==> src/rtl/jt49_env_timer.sv <==
`default_nettype none
// ============================================================================
// Module   : jt49_env_timer
// Brief    : JT49 envelope register decode (R11/R12/R13), cen prescaler and
//            envelope period timer producing step, null_period, restart, ctrl.
// Revision : 1.0 - initial release
// ============================================================================
module jt49_env_timer #(
  parameter int PRESCALE = 16,
  parameter int PERIOD_W = 16
) (
  input  logic                clk,
  input  logic                rst_n,
  input  logic                cen,
  input  logic                wr,
  input  logic [3:0]          addr,
  input  logic [7:0]          din,
  output logic                step,
  output logic                null_period,
  output logic                restart,
  output logic [3:0]          ctrl,
  output logic [PERIOD_W-1:0] period
);

  localparam int              PS_W      = (PRESCALE > 1) ? $clog2(PRESCALE) : 1;
  localparam int              EXT_W     = (PERIOD_W > 16) ? PERIOD_W : 16;
  localparam logic [PS_W-1:0] c_PS_LAST = PS_W'(PRESCALE - 1);
  localparam logic [3:0]      c_ADDR_LO = 4'd11;
  localparam logic [3:0]      c_ADDR_HI = 4'd12;
  localparam logic [3:0]      c_ADDR_SH = 4'd13;

  logic [PS_W-1:0]     r_pre;
  logic [PERIOD_W-1:0] r_cnt;
  logic [PERIOD_W-1:0] r_period;
  logic                r_step;
  logic                r_null;
  logic                r_restart;
  logic [3:0]          r_ctrl;

  logic                w_wr_lo;
  logic                w_wr_hi;
  logic                w_wr_shape;
  logic                w_tick;
  logic                w_wrap;
  logic [EXT_W-1:0]    w_period_ext;
  logic [PERIOD_W-1:0] w_period_nxt;
  logic [PERIOD_W-1:0] w_last;

  assign w_wr_lo    = wr && (addr == c_ADDR_LO);
  assign w_wr_hi    = wr && (addr == c_ADDR_HI);
  assign w_wr_shape = wr && (addr == c_ADDR_SH);

  // Byte lanes are merged at 16 bits wide, then trimmed to the period width
  always_comb begin
    w_period_ext = EXT_W'(r_period);
    if (w_wr_lo) w_period_ext[7:0]  = din;
    if (w_wr_hi) w_period_ext[15:8] = din;
  end

  assign w_period_nxt = w_period_ext[PERIOD_W-1:0];

  assign w_tick = cen && (r_pre == c_PS_LAST);

  // period 0 counts like period 1; >= lets a lowered period wrap at once
  assign w_last = (r_period == '0) ? '0 : r_period - PERIOD_W'(1);
  assign w_wrap = (r_cnt >= w_last);

  always_ff @(posedge clk or negedge rst_n) begin
    if (!rst_n) begin
      r_period  <= '0;
      r_ctrl    <= '0;
      r_null    <= 1'b1;
      r_restart <= 1'b0;
    end else begin
      r_period  <= w_period_nxt;
      r_null    <= (w_period_nxt == '0);
      r_restart <= w_wr_shape;
      if (w_wr_shape) r_ctrl <= din[3:0];
    end
  end

  // A shape write overrides any tick in the same clk
  always_ff @(posedge clk or negedge rst_n) begin
    if (!rst_n) begin
      r_pre  <= '0;
      r_cnt  <= '0;
      r_step <= 1'b0;
    end else if (w_wr_shape) begin
      r_pre  <= '0;
      r_cnt  <= '0;
      r_step <= 1'b0;
    end else begin
      if (cen) r_pre <= w_tick ? '0 : r_pre + PS_W'(1);
      if (w_tick) begin
        if (w_wrap) begin
          r_cnt  <= '0;
          r_step <= ~r_step;
        end else begin
          r_cnt  <= r_cnt + PERIOD_W'(1);
        end
      end
    end
  end

  assign step        = r_step;
  assign null_period = r_null;
  assign restart     = r_restart;
  assign ctrl        = r_ctrl;
  assign period      = r_period;

endmodule
`default_nettype wire

==> config.mk <==
export PLATFORM = sky130hd
export DESIGN_NAME = jt49_env_timer
export DESIGN_NICKNAME = d
export VERILOG_FILES = /design/src/rtl/jt49_env_timer.sv
export SDC_FILE = /design/constraint.sdc
export NUM_CORES = 1
export LEC_CHECK = 0
export ABC_AREA = 0
export BUFFER_PORTS_ARGS = -buffer_cell sky130_fd_sc_hd__buf_2
export CORE_UTILIZATION = 45
export DETAILED_ROUTE_END_ITERATION = 10
export GPL_TIMING_DRIVEN = 0
export PLACE_DENSITY = 0.61
export SLEW_MARGIN = 10
export SYNTH_ARGS = -nofsm -noshare
export SYNTH_HDL_FRONTEND = slang
export SYNTH_SLANG_ARGS = --single-unit
==> constraint.sdc <==
create_clock -name clk -period 6.8 [get_ports clk]
set_input_delay 1.36 -clock clk [delete_from_list [all_inputs] [get_ports clk]]
set_output_delay 1.36 -clock clk [all_outputs]
set_load 0.005 [all_outputs]
==> Flow_metrics.wiki <==
{| class="wikitable"
! Metric !! Value
|-
| Ys flop type || sky130_fd_sc_hd__dfrtp_1
|-
| HPWL Detailed || 4620 µm
|-
| Fraction of registers with async set or reset after synthesis || 100%
|-
| Fin crit period || 4.32 ns
|-
| DRT Pass-1 Iters || 4
|-
| Post-synthesis sequential element count || 43
|-
| Post-route met1 wirelength || 3160 µm
|-
| Peak VDD IR || 0.000158 V
|-
| Iteration-0 DRC Markers || 100
|-
| Final nets || 357
|-
| GRT Total Usage || 21.8%
|-
| CP Data Required Time || 7.02 ns
|-
| Cell count of the worst reg-to-reg path || 12
|-
| Met3 Routed Length || 199 µm
|-
| # DRC || 0
|-
| Die Y || 78.7 µm
|-
| Sequential share of power || 45.8%
|-
| Internal power of the cells || 513 µW
|-
| Detail-routed net length per standard cell || 15.6 µm
|-
| Antenna diode instance count || 0
|-
| Kind of start point of the critical path || flop
|-
| Finished layout cell area || 3020 µm²
|-
| Average cell area after synthesis || 9.60 µm²
|-
| Part of the Yosys area used for sequential elements || 40.7%
|-
| Post-route clock period utilization || 63.5%
|-
| Clock-pin slew of the registers on the worst-case setup and hold paths || 0.09 ns
|-
| Setup violations, final || 0
|-
| Beginning of the worst register-to-register path || period[9]$_DFF_PN0_
|-
| DIE AREA || 6200 µm²
|-
| Total wirelength of the detailed-routed design || 6140 µm
|-
| Fraction of power consumed by combinational cells || 33.6%
|-
| CTS Hold Bufs || 0
|-
| Max Freq || 0.232 GHz
|-
| Final-layout setup total negative slack || 0 ns
|-
| Post-Place Cells || 386
|-
| Met2 wire length || 2690 µm
|-
| Later-pin clock latency in the skew report || 0.30 ns
|-
| Clock Path Buffers || 2
|-
| TritonCTS clock tree || built
|-
| End of the worst hold path || ctrl[3]$_DFFE_PN0P_
|-
| Setup repair after global routing missed its margin || false
|-
| Post-Route Hold Slack || 0.483 ns
|-
| Pin slew with the least headroom to its limit || 0.967 ns
|-
| Number of endpoints with negative hold slack in the final report || 0
|-
| Total gr overflow || 0
|-
| Top Ports || 39
|-
| Capturing point of the worst reg2reg path || r_cnt[14]$_DFFE_PN0P_
|-
| Min-Delay Startpoint || ctrl[3]$_DFFE_PN0P_
|-
| Largest net degree at the start of global routing || 44
|-
| Leak || 1.39 nW
|-
| Routability-driven placement congestion ratio || 0.782
|-
| Initial Utilization || 47.3%
|-
| Inserted Clock Buffers || 5
|-
| CORE AREA || 5610 µm²
|-
| Relative max-transition margin || 35.5%
|-
| CP Class || reg2reg
|-
| Sink count of the clock tree || 43
|-
| Post-synthesis instance area || 2650 µm²
|-
| Fill cell instance count of the final layout || 550
|-
| Data arrival, critical path || 4.54 ns
|-
| Final Max Slew Viols || 0
|-
| Number of antenna violations at the first check in global routing || 0
|-
| Clock power share || 20.5%
|-
| Post-Synthesis Cells || 276
|-
| Width of the chip || 78.7 µm
|-
| Antenna violation net count after detailed routing || 0
|-
| Fraction of power spent switching nets || 37.0%
|-
| Number of flops mapped to enable cells by yosys || 0
|-
| Post-Place Worst Slack || 2.53 ns
|-
| Layout-stage area growth over the synthesis result || 13.8%
|-
| Minimum setup slack among reg-to-reg paths || 2.48 ns
|-
| Most used cells in the layout excluding fill and tap cells || sky130_fd_sc_hd__nand2_1, sky130_fd_sc_hd__dfrtp_1, sky130_fd_sc_hd__buf_2
|-
| Unique masters post-synth || 40
|-
| PwrDens || 270 nW/µm²
|-
| Share of cells above drive strength 1 || 19.6%
|-
| Crit Path Max Fanout || 10
|-
| Result of the run || completed
|-
| DR vias || 2178
|-
| Type of destination of the critical path || flop
|-
| Final worst setup slack || 2.48 ns
|-
| Number of global-route vias before repair || 2154
|-
| Cell count of the worst hold path || 2
|-
| Uppermost layer routed || met4
|-
| Worst Skew || 0.00614 ns
|-
| Port Buffers || 38
|-
| Setup fix buffers added after clock tree synthesis || 0
|-
| Maximum level of the CTS H-tree || 2
|-
| Power dissipated by switching net loads || 301 µW
|-
| Number of warnings printed during yosys synthesis || 0
|-
| Total Power || 814 µW
|-
| First-pass GRT wire length || 10400 µm
|-
| Number of core rows || 27
|-
| Max cap viols || 0
|-
| Final std cells w/o fill || 394
|-
| Syn nets || 312
|-
| Type of the most critical hold path || reg2reg
|-
| Buffer cell driving the clock tree root || sky130_fd_sc_hd__clkbuf_8
|-
| Placement-stage cell area || 2930 µm²
|-
| Utilization of the core after routing || 53.8%
|-
| Cells resized by post-CTS repair || 0
|-
| Via count normalized by instance count || 5.53
|}
-- worst max-delay path by stage --
| stage | start | to | cells after the start |
|---|---|---|---|
| final | period[9]$_DFF_PN0_ | r_cnt[14]$_DFFE_PN0P_ | 12 |
| after global routing | period[9]$_DFF_PN0_ | r_cnt[14]$_DFFE_PN0P_ | 12 |
| after CTS | period[9]$_DFF_PN0_ | r_cnt[15]$_DFFE_PN0P_ | 12 |
| after detailed placement | period[9]$_DFF_PN0_ | r_cnt[15]$_DFFE_PN0P_ | 12 |
| after global placement | period[9]$_DFF_PN0_ | r_cnt[15]$_DFFE_PN0P_ | 12 |
| after floorplan | period[9]$_DFF_PN0_ | r_cnt[10]$_DFFE_PN0P_ | 12 |
-- final cells by class --
cell class | count | area, µm² | share of cell area (%)
multi-input cells | 218 | 1510 | 50.0
repair buffers | 38 | 190 | 6.31
clock inverters | 2 | 12.5 | 0.415
inverters | 7 | 26.3 | 0.871
plain buffers | 8 | 37.5 | 1.24
well taps | 72 | 90.1 | 2.99
flip-flops and latches | 43 | 1080 | 35.7
clock buffers | 6 | 72.6 | 2.41
-- sequential cells by signal (all words and copies together) (netlist names) --
name,cells
ctrl,4
r_pre,4
period,16
step,1
null_period,1
r_cnt,16
restart,1
-- worst max-delay path, stage by stage, from the launching register on --
cell and delay (ns):
sky130_fd_sc_hd__dfrtp_1 0.46, sky130_fd_sc_hd__or4_1 0.62, sky130_fd_sc_hd__nor4_1 0.35, sky130_fd_sc_hd__nor2b_1 0.25
sky130_fd_sc_hd__nand4_1 0.28, sky130_fd_sc_hd__and2_1 0.28, sky130_fd_sc_hd__ha_1 0.26, sky130_fd_sc_hd__nand2b_1 0.14
sky130_fd_sc_hd__a2111o_1 0.41, sky130_fd_sc_hd__a31oi_1 0.43, sky130_fd_sc_hd__a21oi_1 0.24, sky130_fd_sc_hd__clkbuf_1 0.28
sky130_fd_sc_hd__nor3_1 0.24
-- cell usage after synthesis, drive strengths merged (2+ instances only) --
| cell type | count | area share [%] |
|---|---|---|
| nand3 | 4 | 0.76 |
| or4 | 3 | 0.85 |
| nor4b | 4 | 1.3 |
| o21a | 2 | 0.57 |
| mux2i | 3 | 1.1 |
| or3 | 2 | 0.47 |
| nor4 | 7 | 1.7 |
| nand2b | 6 | 1.4 |
| and4 | 2 | 0.66 |
| xnor2 | 18 | 5.9 |
| nor2 | 15 | 2.1 |
| and2 | 2 | 0.47 |
| mux2 | 16 | 7.1 |
| nand3b | 2 | 0.57 |
| a31oi | 2 | 0.47 |
| ha | 20 | 9.4 |
| nand4 | 9 | 2.1 |
| nor2b | 2 | 0.47 |
| a21oi | 8 | 1.5 |
| inv | 7 | 0.99 |
| o22ai | 2 | 0.47 |
| xor2 | 8 | 2.6 |
| clkbuf | 7 | 0.99 |
| dfrtp | 42 | 40 |
| o21ai | 4 | 0.76 |
| nor3 | 24 | 4.5 |
| nand2 | 42 | 5.9 |
| a41oi | 2 | 0.66 |
-- cell families (layout without fill, tap and decap cells) --
logic type,after synthesis,in the layout,synth area share [%]
XOR/XNOR,26,26,8.59
AND/OR/NAND/NOR,128,128,24.6
AO/OA/AOI/OAI,25,25,6.04
flip-flops,43,43,40.7
adder cells (fa/ha/maj),20,20,9.44
buffers and inverters,15,61,2.41
multiplexers,19,19,8.22
-- power by group through the flow --
stage / registers (mW) / logic, mW / clock network (mW)
floorplan: 0.362 / 0.194 / 0
global placement: 0.376 / 0.270 / 0
detailed placement: 0.376 / 0.276 / 0
CTS: 0.372 / 0.277 / 0.172
global route: 0.383 / 0.319 / 0.178
finish: 0.373 / 0.274 / 0.167
-- layer usage --
layer | vias up | global-route usage [%]
met1 | 1054 | 30.4
met5 | - | 0
met2 | 39 | 33.8
met3 | 6 | 4.02
met4 | 0 | 7.22
li1 | 1079 | -
Note: power is estimated with default switching activity, not from simulation.
